===== src/rtl/control_unit_pkg.sv =====
// Shared definitions for the cs147sec05 control unit: opcodes, ALU codes, states, CTRL bit map.
package control_unit_pkg;

  localparam int CTRL_W      = 32;
  localparam bit ILLEGAL_NOP = 1'b1;

  typedef enum logic [2:0] {
    S_IDLE   = 3'd0,
    S_FETCH  = 3'd1,
    S_DECODE = 3'd2,
    S_EXE    = 3'd3,
    S_MEM    = 3'd4,
    S_WB     = 3'd5
  } state_t;

  localparam logic [5:0] OP_RTYPE = 6'h00, OP_ADDI = 6'h08, OP_MULI = 6'h1d, OP_ANDI = 6'h0c;
  localparam logic [5:0] OP_ORI   = 6'h0d, OP_LUI  = 6'h0f, OP_SLTI = 6'h0a, OP_BEQ  = 6'h04;
  localparam logic [5:0] OP_BNE   = 6'h05, OP_LW   = 6'h23, OP_SW   = 6'h2b, OP_JMP  = 6'h02;
  localparam logic [5:0] OP_JAL   = 6'h03, OP_PUSH = 6'h1b, OP_POP  = 6'h1c;

  localparam logic [5:0] FN_ADD = 6'h20, FN_SUB = 6'h22, FN_MUL = 6'h2c, FN_AND = 6'h24;
  localparam logic [5:0] FN_OR  = 6'h25, FN_NOR = 6'h27, FN_SLT = 6'h2a, FN_SLL = 6'h01;
  localparam logic [5:0] FN_SRL = 6'h02, FN_JR  = 6'h08;

  localparam logic [5:0] ALU_ADD = 6'h01, ALU_SUB = 6'h02, ALU_MUL = 6'h03, ALU_SHR = 6'h04;
  localparam logic [5:0] ALU_SHL = 6'h05, ALU_AND = 6'h06, ALU_OR  = 6'h07, ALU_NOR = 6'h08;
  localparam logic [5:0] ALU_SLT = 6'h09;

  localparam int CTRL_PC_LOAD = 0, CTRL_PC_SEL_LSB = 1, CTRL_IR_LOAD = 4, CTRL_SP_LOAD = 5;
  localparam int CTRL_REG_R   = 6, CTRL_REG_W = 7, CTRL_OP1_SEL = 8, CTRL_OP2_LSB = 9;
  localparam int CTRL_WD_LSB  = 13, CTRL_R1_SEL = 16, CTRL_WA_LSB = 17, CTRL_MA_LSB = 20;
  localparam int CTRL_MD_SEL  = 22, CTRL_ALU_LSB = 26;

  typedef enum logic [4:0] {
    I_ILL, I_ADD, I_SUB, I_MUL, I_AND, I_OR, I_NOR, I_SLT, I_SHL, I_SHR, I_JR,
    I_ADDI, I_MULI, I_ANDI, I_ORI, I_LUI, I_SLTI, I_BEQ, I_BNE, I_LW, I_SW,
    I_JMP, I_JAL, I_PUSH, I_POP
  } instr_t;

  function automatic instr_t classify(input logic [5:0] op, input logic [5:0] fn);
    instr_t r;
    r = I_ILL;
    case (op)
      OP_RTYPE: begin
        case (fn)
          FN_ADD:  r = I_ADD;
          FN_SUB:  r = I_SUB;
          FN_MUL:  r = I_MUL;
          FN_AND:  r = I_AND;
          FN_OR:   r = I_OR;
          FN_NOR:  r = I_NOR;
          FN_SLT:  r = I_SLT;
          FN_SLL:  r = I_SHL;
          FN_SRL:  r = I_SHR;
          FN_JR:   r = I_JR;
          default: r = I_ILL;
        endcase
      end
      OP_ADDI: r = I_ADDI;
      OP_MULI: r = I_MULI;
      OP_ANDI: r = I_ANDI;
      OP_ORI:  r = I_ORI;
      OP_LUI:  r = I_LUI;
      OP_SLTI: r = I_SLTI;
      OP_BEQ:  r = I_BEQ;
      OP_BNE:  r = I_BNE;
      OP_LW:   r = I_LW;
      OP_SW:   r = I_SW;
      OP_JMP:  r = I_JMP;
      OP_JAL:  r = I_JAL;
      OP_PUSH: r = I_PUSH;
      OP_POP:  r = I_POP;
      default: r = I_ILL;
    endcase
    return r;
  endfunction

endpackage


===== src/rtl/control_unit_if.sv =====
// Bus between the control unit (master) and the datapath/memory side (slave).
interface control_unit_if;
  logic [31:0]                       INSTRUCTION;
  logic                              ZERO;
  logic [control_unit_pkg::CTRL_W-1:0] CTRL;
  logic                              READ;
  logic                              WRITE;

  modport master (input INSTRUCTION, ZERO, output CTRL, READ, WRITE);
  modport slave  (output INSTRUCTION, ZERO, input CTRL, READ, WRITE);
endinterface


===== src/rtl/control_unit_decode.sv =====
// Combinational decode of (state, IR copy, branch flag) into CTRL, READ and WRITE.
module control_word_decode
  import control_unit_pkg::*;
(
  input  state_t              i_state,
  input  logic [31:0]         i_ir,
  input  logic                i_br_flag,
  output logic [CTRL_W-1:0]   o_ctrl,
  output logic                o_read,
  output logic                o_write
);
  instr_t            w_ins;
  logic [5:0]        w_alu;
  logic              w_op1, w_r1, w_regw, w_kill, w_read, w_write;
  logic [3:0]        w_op2;
  logic [2:0]        w_wa, w_wd, w_pc;
  logic [CTRL_W-1:0] w_ctrl;
  logic              w_unused_fields;

  assign w_ins           = classify(i_ir[31:26], i_ir[5:0]);
  assign w_kill          = ILLEGAL_NOP && (w_ins == I_ILL);
  assign w_unused_fields = ^i_ir[25:6];

  // operand/ALU group, driven from EXE through WB
  always_comb begin
    w_alu = '0; w_op1 = 1'b0; w_op2 = '0; w_r1 = 1'b0;
    case (w_ins)
      I_ADD:             begin w_alu = ALU_ADD; w_op2 = 4'b1000; end
      I_SUB:             begin w_alu = ALU_SUB; w_op2 = 4'b1000; end
      I_MUL:             begin w_alu = ALU_MUL; w_op2 = 4'b1000; end
      I_AND:             begin w_alu = ALU_AND; w_op2 = 4'b1000; end
      I_OR:              begin w_alu = ALU_OR;  w_op2 = 4'b1000; end
      I_NOR:             begin w_alu = ALU_NOR; w_op2 = 4'b1000; end
      I_SLT:             begin w_alu = ALU_SLT; w_op2 = 4'b1000; end
      I_SHR:             begin w_alu = ALU_SHR; w_op2 = 4'b0101; end
      I_SHL:             begin w_alu = ALU_SHL; w_op2 = 4'b0101; end
      I_ADDI, I_LW, I_SW: begin w_alu = ALU_ADD; w_op2 = 4'b0010; end
      I_MULI:            begin w_alu = ALU_MUL; w_op2 = 4'b0010; end
      I_SLTI:            begin w_alu = ALU_SLT; w_op2 = 4'b0010; end
      I_ANDI:            w_alu = ALU_AND;
      I_ORI:             w_alu = ALU_OR;
      I_BEQ, I_BNE:      begin w_alu = ALU_SUB; w_op2 = 4'b1000; end
      I_PUSH:            begin w_alu = ALU_SUB; w_op1 = 1'b1; w_op2 = 4'b0100; w_r1 = 1'b1; end
      I_POP:             begin w_alu = ALU_ADD; w_op1 = 1'b1; w_op2 = 4'b0100; end
      default:           ;
    endcase
  end

  always_comb begin
    w_regw = 1'b0; w_wa = '0; w_wd = '0; w_pc = 3'b101;
    case (w_ins)
      I_ADD, I_SUB, I_MUL, I_AND, I_OR, I_NOR, I_SLT, I_SHL, I_SHR:
        begin w_regw = 1'b1; w_wa = 3'b100; w_wd = 3'b100; end
      I_ADDI, I_MULI, I_ANDI, I_ORI, I_SLTI:
        begin w_regw = 1'b1; w_wa = 3'b101; w_wd = 3'b100; end
      I_LUI:        begin w_regw = 1'b1; w_wa = 3'b101; w_wd = 3'b110; end
      I_LW:         begin w_regw = 1'b1; w_wa = 3'b101; w_wd = 3'b101; end
      I_POP:        begin w_regw = 1'b1; w_wa = 3'b000; w_wd = 3'b101; end
      I_JAL:        begin w_regw = 1'b1; w_wa = 3'b010; w_wd = 3'b000; w_pc = 3'b001; end
      I_JMP:        w_pc = 3'b001;
      I_JR:         w_pc = 3'b100;
      I_BEQ, I_BNE: w_pc[1] = i_br_flag;
      default:      ;
    endcase
  end

  always_comb begin
    w_ctrl = '0; w_read = 1'b0; w_write = 1'b0;
    case (i_state)
      S_FETCH: begin
        w_read                   = 1'b1;
        w_ctrl[CTRL_IR_LOAD]     = 1'b1;
        w_ctrl[CTRL_MA_LSB + 1]  = 1'b1;
      end
      S_DECODE: begin
        w_ctrl[CTRL_REG_R]  = 1'b1;
        w_ctrl[CTRL_R1_SEL] = (w_ins == I_PUSH);
      end
      S_EXE, S_MEM, S_WB: begin
        w_ctrl[CTRL_ALU_LSB +: 6] = w_alu;
        w_ctrl[CTRL_OP1_SEL]      = w_op1;
        w_ctrl[CTRL_OP2_LSB +: 4] = w_op2;
        w_ctrl[CTRL_R1_SEL]       = w_r1;
        if (i_state == S_EXE) begin
          w_ctrl[CTRL_REG_R]   = 1'b1;
          w_ctrl[CTRL_SP_LOAD] = (w_ins == I_POP);
        end else if (i_state == S_MEM) begin
          case (w_ins)
            I_LW:    w_read = 1'b1;
            I_SW:    w_write = 1'b1;
            I_PUSH:  begin w_write = 1'b1; w_ctrl[CTRL_MA_LSB] = 1'b1; w_ctrl[CTRL_MD_SEL] = 1'b1; end
            I_POP:   begin w_read = 1'b1; w_ctrl[CTRL_MA_LSB] = 1'b1; end
            default: ;
          endcase
        end else begin
          w_ctrl[CTRL_PC_LOAD]         = 1'b1;
          w_ctrl[CTRL_PC_SEL_LSB +: 3] = w_pc;
          w_ctrl[CTRL_REG_W]           = w_regw;
          w_ctrl[CTRL_WA_LSB +: 3]     = w_wa;
          w_ctrl[CTRL_WD_LSB +: 3]     = w_wd;
          w_ctrl[CTRL_SP_LOAD]         = (w_ins == I_PUSH);
        end
      end
      default: ;
    endcase
  end

  // unknown encodings must never write architectural state
  always_comb begin
    o_ctrl  = w_ctrl;
    o_read  = w_read;
    o_write = w_write;
    if (w_kill) begin
      o_ctrl[CTRL_REG_W]   = 1'b0;
      o_ctrl[CTRL_SP_LOAD] = 1'b0;
      o_write              = 1'b0;
    end
  end
endmodule


===== src/rtl/control_unit.sv =====
// Multi-cycle sequencer: state register, IR copy and branch flag; CTRL comes from control_word_decode.
// state  | meaning
// IDLE   | after reset, all outputs low
// FETCH  | read instruction at PC, IR copy loads on exit
// DECODE | register file read
// EXE    | ALU operation, branch flag captured on exit
// MEM    | data memory / stack access
// WB     | register write-back and PC update
module control_unit
  import control_unit_pkg::*;
(
  input  logic CLK,
  input  logic RST,
  control_unit_if.master bus
);
  state_t      r_state, w_state_nxt;
  logic [31:0] r_ir;
  logic        r_br_flag;
  instr_t      w_ins;
  logic        w_br_nxt;

  assign w_ins    = classify(r_ir[31:26], r_ir[5:0]);
  assign w_br_nxt = (w_ins == I_BEQ) ? bus.ZERO : (w_ins == I_BNE) ? ~bus.ZERO : 1'b0;

  always_ff @(posedge CLK) begin
    if (RST) begin
      r_state   <= S_IDLE;
      r_ir      <= '0;
      r_br_flag <= 1'b0;
    end else begin
      r_state <= w_state_nxt;
      if (r_state == S_FETCH) r_ir <= bus.INSTRUCTION;
      if (r_state == S_EXE)   r_br_flag <= w_br_nxt;
    end
  end

  always_comb begin
    w_state_nxt = S_IDLE;
    case (r_state)
      S_IDLE:   w_state_nxt = S_FETCH;
      S_FETCH:  w_state_nxt = S_DECODE;
      S_DECODE: w_state_nxt = S_EXE;
      S_EXE:    w_state_nxt = S_MEM;
      S_MEM:    w_state_nxt = S_WB;
      S_WB:     w_state_nxt = S_FETCH;
      default:  w_state_nxt = S_IDLE;
    endcase
  end

  control_word_decode u_decode (
    .i_state   (r_state),
    .i_ir      (r_ir),
    .i_br_flag (r_br_flag),
    .o_ctrl    (bus.CTRL),
    .o_read    (bus.READ),
    .o_write   (bus.WRITE)
  );
endmodule


===== src/flat_wrapper.sv =====
// flat-port wrapper written by rule: the top's interface ports become plain ports
module control_unit_flat import control_unit_pkg::*;
  (CLK, RST, bus_INSTRUCTION, bus_ZERO, bus_CTRL, bus_READ, bus_WRITE);
  control_unit_if bus_i ();
  input  logic CLK;
  input  logic RST;
  input wire logic [$bits(bus_i.INSTRUCTION)-1:0] bus_INSTRUCTION;
  input wire logic [$bits(bus_i.ZERO)-1:0] bus_ZERO;
  output wire logic [$bits(bus_i.CTRL)-1:0] bus_CTRL;
  output wire logic [$bits(bus_i.READ)-1:0] bus_READ;
  output wire logic [$bits(bus_i.WRITE)-1:0] bus_WRITE;
  assign bus_i.INSTRUCTION = bus_INSTRUCTION;
  assign bus_i.ZERO = bus_ZERO;
  assign bus_CTRL = bus_i.CTRL;
  assign bus_READ = bus_i.READ;
  assign bus_WRITE = bus_i.WRITE;
  control_unit u_core (.CLK(CLK), .RST(RST), .bus(bus_i));
endmodule

===== config.mk =====
export PLATFORM = sky130hd
export DESIGN_NAME = control_unit_flat
export DESIGN_NICKNAME = d
export VERILOG_FILES = /design/src/rtl/control_unit_pkg.sv /design/src/rtl/control_unit_if.sv /design/src/rtl/control_unit_decode.sv /design/src/rtl/control_unit.sv /design/src/flat_wrapper.sv
export SDC_FILE = /design/constraint.sdc
export NUM_CORES = 1
export LEC_CHECK = 0
export ABC_AREA = 1
export BUFFER_PORTS_ARGS = -buffer_cell sky130_fd_sc_hd__buf_2
export CAP_MARGIN = 20
export CORE_MARGIN = 2
export CORE_UTILIZATION = 50
export DETAILED_ROUTE_END_ITERATION = 6
export PLACE_DENSITY_LB_ADDON = 0.08
export SETUP_SLACK_MARGIN = 0.05
export SYNTH_ARGS = -nofsm -noshare
export SYNTH_HDL_FRONTEND = slang
export SYNTH_SLANG_ARGS = --single-unit

===== constraint.sdc =====
create_clock -name CLK -period 2.3 [get_ports CLK]
set_input_delay 0.115 -clock CLK [delete_from_list [all_inputs] [get_ports CLK]]
set_output_delay 0.115 -clock CLK [all_outputs]
set_load 0.02 [all_outputs]

==> flow_summary.yaml, run 1 <==
worst_setup_path:
  critPathArrivalTime_ns: 2.31
  crit_path_max_fanout: 7
  worst_r2r_startpoint: "u_core.r_state[2]$_SDFF_PP0_"
  cpMostUsedCell: "nor2_1"
  r2r_setup_slack_ns: 1.01
  crit_path_start_kind: "register"
  cpMaxStageDelayCell: "dfxtp_4"
  worst-r2r-cell-count: 5
  crit_chain: "nor2_4 > buf_12 > nand3_4 > o21ai_1 > nor2_1 > nand2_2 > inv_4 > nand2_8 > nand4_1 > nand3_1 > nor2_1 > nand2_1 > nor2_1 > nor2_1 > buf_4"
  critical_path_class: "register to primary output"
  cp-end-kind: "primary output"
  r2r-end: "u_core.r_ir[28]$_SDFFE_PP0P_"
  slowest_delay_ns: 0.38
  worstPathRequired_ns: 2.18
hold_path:
  holdPathStages: 3
  min_path_type: "primary input to register"
  min_from: "bus_INSTRUCTION[30]"
  whs_endpoint: "u_core.r_ir[30]$_SDFFE_PP0P_"
cts:
  cts-htree-levels: 1
  clock_path_buffers: 2
  holdBufCountCts: 0
  insertion_delay_ns: 0.30
  path_clk_slew_ns: 0.10
  cts_buffers: 3
  cts.sinks: 16
  clock-root-buffer: "clkbuf_4"
  cts_tree: "yes"
floorplanning:
  die_y_um: 64.4
  io_pins: 69
  start_util_pct: 53.5
  die_x_um: 64.4
  die-area_um2: 4150
  placementRows: 21
  core_um2: 3420
power:
  seqPwrFrac_pct: 26.4
  p_int_mw: 0.703
  leakagePower_nw: 1.32
  peakVddDrop_mv: 0.427
  power.switching_mw: 0.639
  power_frac_clock_pct: 14.1
  netSwitchingFraction_pct: 47.6
  combPwrFrac_pct: 59.5
  p_total_mw: 1.34
  p_per_area_nw_per_um2: 550
global_routing:
  grt_use_total_pct: 25.2
  grt_max_degree: 26
  grt_pass1_vias: 1915
  grt_pass1_wl_um: 8500
  grt_antenna_before_repair: 0
  globalRoute.totalOverflow: 0
detailed_routing:
  routed_via_density: 5.22
  antenna_left: 0
  drt_iter0_drc: 185
  remaining_drc_errors: 0
  first_pass_iters: 4
  wl_um: 5040
  wl_per_cell_um: 12.5
  vias: 2100
place:
  dpl_cell_area_um2: 2070
  port_buffers: 43
  place_congestion: 0.877
  dp_hpwl_um: 3610
  dpl_worst_slack_ns: 0.128
cells_and_area:
  drive_gt1_share_pct: 45.8
  multi_input_area_um2: 1430
  nets: 395
  seq_area_um2: 349
  area_delta_synth_final_pct: 33.5
  layout_common_cells: "nand2_1 (49), nor2_1 (39), buf_2 (36)"
  stdcell_area_um2: 2440
  n_fill_cell: 320
  final_common_cell: "nand2_1"
  diodes: 0
sta:
  finalSetupTns_ns: -0.576
  hold_slack_ns: 0.0444
  timing.final.crit_share_pct: 105
  layout_min_cycle_time_ns: 2.42
  drv_slew: 0
  fmax_ghz: 0.413
  rsz0062_at_grt: "true"
  setup_ws_ns: -0.122
  finalHoldViolations: 0
  clock_skew_ns: 0.00735
  setup_viol: 6
yosys:
  avgSynthCellArea_um2: 6.11
  ys_seq_elements: 16
  synth-seq-area-share_pct: 17.5
  yosys.cell_types.count: 31
  netlist_top_cells_area: "dfxtp_1 (18%), nand2_1 (11%), nor2_1 (9.9%)"
  yosys_warnings: 0
  yosysTopAreaCellShare_pct: 17.5
  syn_inst: 299
  yosys.area.top_type: "dfxtp_1"
  syn_area_um2: 1830
outcome:
  status: "complete, but fails checks"
  violations: "negative setup slack"
job:
  cap_violations: 0
[routing by layer]
metal | global-route usage, % | vias to the layer above | wire (um)
met5 | 0 | - | 0
met4 | 5.85 | 0 | 42
met3 | 1.56 | 7 | 173
met2 | 45.4 | 49 | 2570
met1 | 32.8 | 965 | 2250
li1 | - | 1079 | -
[Yosys cell counts]
| master | instances |
|---|---|
| nand2_1 | 53 |
| nor2_1 | 48 |
| inv_1 | 29 |
| nand3_1 | 26 |
| dfxtp_1 | 16 |
| inv_2 | 15 |
| nand2_2 | 12 |
| a211oi_1 | 11 |
| a21oi_1 | 11 |
| nand4_1 | 9 |
| nor2_2 | 9 |
| nor3_1 | 8 |
| buf_4 | 7 |
| nor2_4 | 6 |
| clkbuf_1 | 5 |
| a31oi_1 | 4 |
| nand2_4 | 4 |
| nand3_2 | 4 |
| nand3_4 | 4 |
| o21ai_0 | 4 |
| ha_1 | 3 |
| o21ai_1 | 2 |
| and2_4 | 1 |
| clkinv_1 | 1 |
| conb_1 | 1 |
| inv_4 | 1 |
| nand2b_4 | 1 |
| nand3b_1 | 1 |
| nand4_2 | 1 |
| nor3_4 | 1 |
| o211ai_1 | 1 |
[power groups by stage]
stage | logic [mW] | clock network (mW) | registers, mW
floorplan | 0.514 | 0 | 0.343
global placement | 0.621 | 0 | 0.346
detailed placement | 0.626 | 0 | 0.348
CTS | 0.692 | 0.189 | 0.349
global route | 0.882 | 0.206 | 0.361
finish | 0.798 | 0.189 | 0.354
[registers in the layout, summed over array words and instances (netlist names)]
name / cells
u_core.r_br_flag: 1
u_core.r_ir: 12
u_core.r_state: 3
[how the worst max path moves through the flow]
stage | startpoint | to | slack, ns | cells past startpoint
after global placement | u_core.r_ir[30]$_SDFFE_PP0P_ | bus_CTRL[26] | 0.13 | 14
after CTS | u_core.r_ir[26]$_SDFFE_PP0P_ | bus_CTRL[26] | -0.03 | 12
final | u_core.r_ir[28]$_SDFFE_PP0P_ | bus_CTRL[7] | -0.12 | 15
after global routing | u_core.r_ir[28]$_SDFFE_PP0P_ | bus_CTRL[19] | -0.31 | 15
after detailed placement | u_core.r_ir[30]$_SDFFE_PP0P_ | bus_CTRL[26] | 0.13 | 14
after floorplan | u_core.r_ir[30]$_SDFFE_PP0P_ | bus_CTRL[26] | 0.38 | 15
[repair_timing]
item | CTS | global route
pin swaps | 13 | 13
gates resized for setup | 35 | 34
cloned | 0 | 0
buffers inserted | 8 | 6
endpoints found under the setup margin | 10 | 11
[worst max-delay path: cells and delay by family (launching register included)]
kind                   cells  cell delay, ns
AO/OA/AOI/OAI              1            0.12
flip-flops                 1            0.38
AND/OR/NAND/NOR           11            1.18
buffers and inverters      3            0.33
[per-stage QoR]
stage | util (%) | std cells
final | 71.4 | 402
after global routing | 71.4 | 402
after CTS | 66.3 | 396
after detailed placement | 60.7 | 384
after global placement | 60.7 | 384
after floorplan | - | 303
[cells by family after synthesis]
| kind of cell | synth area share (%) |
|---|---|
| AO/OA/AOI/OAI | 11.0 |
| AND/OR/NAND/NOR | 55.8 |
| adder cells (fa/ha/maj) | 2.06 |
| other | 0.205 |
| flip-flops | 17.5 |
| buffers and inverters | 13.5 |
[cell type report]
class | instances | area share, %
Sequential cell | 16 | 14.3
Tap cell | 46 | 2.36
Inverter | 46 | 7.29
Multi-Input combinational cell | 229 | 58.8
Clock buffer | 4 | 1.49
Timing Repair Buffer | 61 | 15.8
(Power assumes the default switching activity.)
==> inputs of run 2 (changes only) <==
Settings changed: CORE_ASPECT_RATIO from default to 0.8, CTS_CLUSTER_DIAMETER from default to 30, HOLD_SLACK_MARGIN from default to 0.03.
==> run 2 against run 1 <==
Compared with the run above:
- the flow still finishes with violations (negative setup slack)
- design area increased by 6.3%
- maximum frequency shrank 1.3%
- clock power is 30% higher
- die area barely moved
- combinational power is 5.3% higher
- highest routed layer unchanged
==> flow_summary.yaml, run 2 (same netlist as run 1, synthesis figures left out) <==
power:
  power.switching_mw: 0.670
  netSwitchingFraction_pct: 46.5
  seqPwrFrac_pct: 24.7
  leakagePower_nw: 1.39
  p_per_area_nw_per_um2: 556
  combPwrFrac_pct: 58.3
  power_frac_clock_pct: 17.0
  p_int_mw: 0.772
  peakVddDrop_mv: 0.427
sta:
  setup_ws_ns: -0.153
  rsz0062_at_grt: "true"
  layout_min_cycle_time_ns: 2.45
  setup_viol: 6
  clock_skew_ns: 0.00199
  hold_slack_ns: 0.112
  drv_slew: 0
  fmax_ghz: 0.408
  timing.final.crit_share_pct: 107
  finalHoldViolations: 0
floorplanning:
  die-area_um2: 4160
  io_pins: 69
  die_y_um: 58.1
  start_util_pct: 52.6
  placementRows: 19
  core_um2: 3470
  die_x_um: 71.6
cells_and_area:
  drive_gt1_share_pct: 47.7
  n_fill_cell: 281
  area_delta_synth_final_pct: 41.9
  largest_reg_flops: 12
  nets: 410
  top_register: "u_core.r_ir"
  stdcell_area_um2: 2590
  layout_common_cells: "nand2_1 (47), buf_4 (39), nor2_1 (38)"
  reg_top3: "u_core.r_ir: 12 flops, u_core.r_state: 3 flops, u_core.r_br_flag: 1 flops"
  final_common_cell: "nand2_1"
  diodes: 0
worst_setup_path:
  worst-r2r-cell-count: 4
  cp-end-kind: "primary output"
  worstPathRequired_ns: 2.18
  slowest_delay_ns: 0.38
  crit_path_max_fanout: 7
  cp_num_cells: 15
  cp.buffers_inverters: 4
  crit_path_start_kind: "register"
  critPathTopFamily: "simple AND/OR/NAND/NOR gates"
  critPathArrivalTime_ns: 2.34
  crit_chain: "nor2_4 > buf_4 > nand3_4 > o21ai_1 > nor2_2 > nand2_2 > inv_2 > nand2_8 > nand4_1 > nand2_1 > nor2_2 > nand3_1 > nand2_1 > inv_1 > buf_6"
  critical_path_class: "register to primary output"
  cpMaxStageDelayCell: "dfxtp_4"
outcome:
  status: "complete, but fails checks"
  violations: "negative setup slack"
global_routing:
  grt_pass1_vias: 1977
  globalRoute.totalOverflow: 0
  grt_use_total_pct: 27.3
  grt_antenna_before_repair: 0
  grt_pass1_wl_um: 9050
  grt_max_degree: 26
cts:
  cts-htree-levels: 1
  insertion_delay_ns: 0.25
  cts.sinks: 16
  cts_tree: "yes"
  path_clk_slew_ns: 0.06
  cts_buffers: 3
  clock-root-buffer: "clkbuf_8"
  clock_path_buffers: 2
detailed_routing:
  first_pass_iters: 5
  wl_per_cell_um: 13.8
  wl_um: 5680
  antenna_left: 0
  drt_iter0_drc: 267
  remaining_drc_errors: 0
  vias: 2244
  routed_via_density: 5.43
hold_path:
  holdPathStages: 3
  min_path_type: "primary input to register"
place:
  port_buffers: 43
  place_congestion: 0.950
  dpl_cell_area_um2: 2070
  dp_hpwl_um: 3680
job:
  cap_violations: 0
-- run 2: changes by cell type in the layout (fill, tap and decap cells not counted), moves of 2 or more --
cell      change
nand2_1       -2
buf_2         -3
buf_4        +16
nor2_2        -4
clkbuf_8      +3
a21oi_1       +2
a21oi_2       -3
buf_6         +3
clkbuf_4      -3
o21ai_1       +2
nand2_4       +2
nor2_4        +5
-- run 2: layer usage --
metal  up-vias  share of wire [%]  routed length [um]  GRT usage [%]
met4         0                1.5                  87           5.39
met1      1010                 42                2420           38.2
met2       108                 48                2720           44.3
li1       1108                  -                   -              -
met3        18                8.2                 464           4.87
met5         -                  0                   0              0
-- run 2: area by class of cell --
class | instances | area (um2) | area share [%]
inverter | 46 | 178 | 6.85
sequential | 16 | 347 | 13.4
tap | 42 | 52.6 | 2.03
timing repair buffer | 76 | 503 | 19.4
clock buffer | 4 | 55.1 | 2.12
multi-input combinational | 229 | 1460 | 56.2
-- run 2: worst paths after layout --
path	start	end	slack, ns
setup / recovery	u_core.r_ir[28]$_SDFFE_PP0P_	bus_CTRL[15]	-0.15
hold / removal	bus_INSTRUCTION[30]	u_core.r_ir[30]$_SDFFE_PP0P_	0.11
setup reg to reg	u_core.r_state[2]$_SDFF_PP0_	u_core.r_ir[3]$_SDFFE_PP0P_	0.89
hold reg to reg	u_core.r_ir[5]$_SDFFE_PP0P_	u_core.r_ir[5]$_SDFFE_PP0P_	0.51
-- run 2: timing repair --
action,CTS,global route
endpoints found under the setup margin,7,11
hold buffers,0,0
pin swaps,24,19
resized for setup,48,31
setup buffers,19,10
-- run 2: worst min-delay path, cell delays in order --
cell	delay (ns)
buf_2	0.10
nand2_1	0.05
a21oi_1	0.05
-- run 2: power by group through the flow --
stage	Sequential [mW]	Combinational, mW	Clock [mW]
2_1_floorplan	0.343	0.514	0
3_3_place_gp	0.347	0.623	0
3_5_place_dp	0.349	0.624	0
4_1_cts	0.352	0.751	0.251
5_1_grt	0.362	0.907	0.268
6_report	0.357	0.840	0.245
-- run 2: metrics by stage --
step           cells  TNS, ns  power [mW]  utilization, %  worst slack, ns
4_1_cts          403        0        1.35            69.5           0.0251
5_1_grt          413    -1.18        1.54            74.7           -0.216
6_report         413   -0.561        1.44            74.7           -0.153
2_1_floorplan    303        0       0.857               -            0.383
3_3_place_gp     380        0       0.971            59.6            0.161
3_5_place_dp     380        0       0.973            59.6            0.146
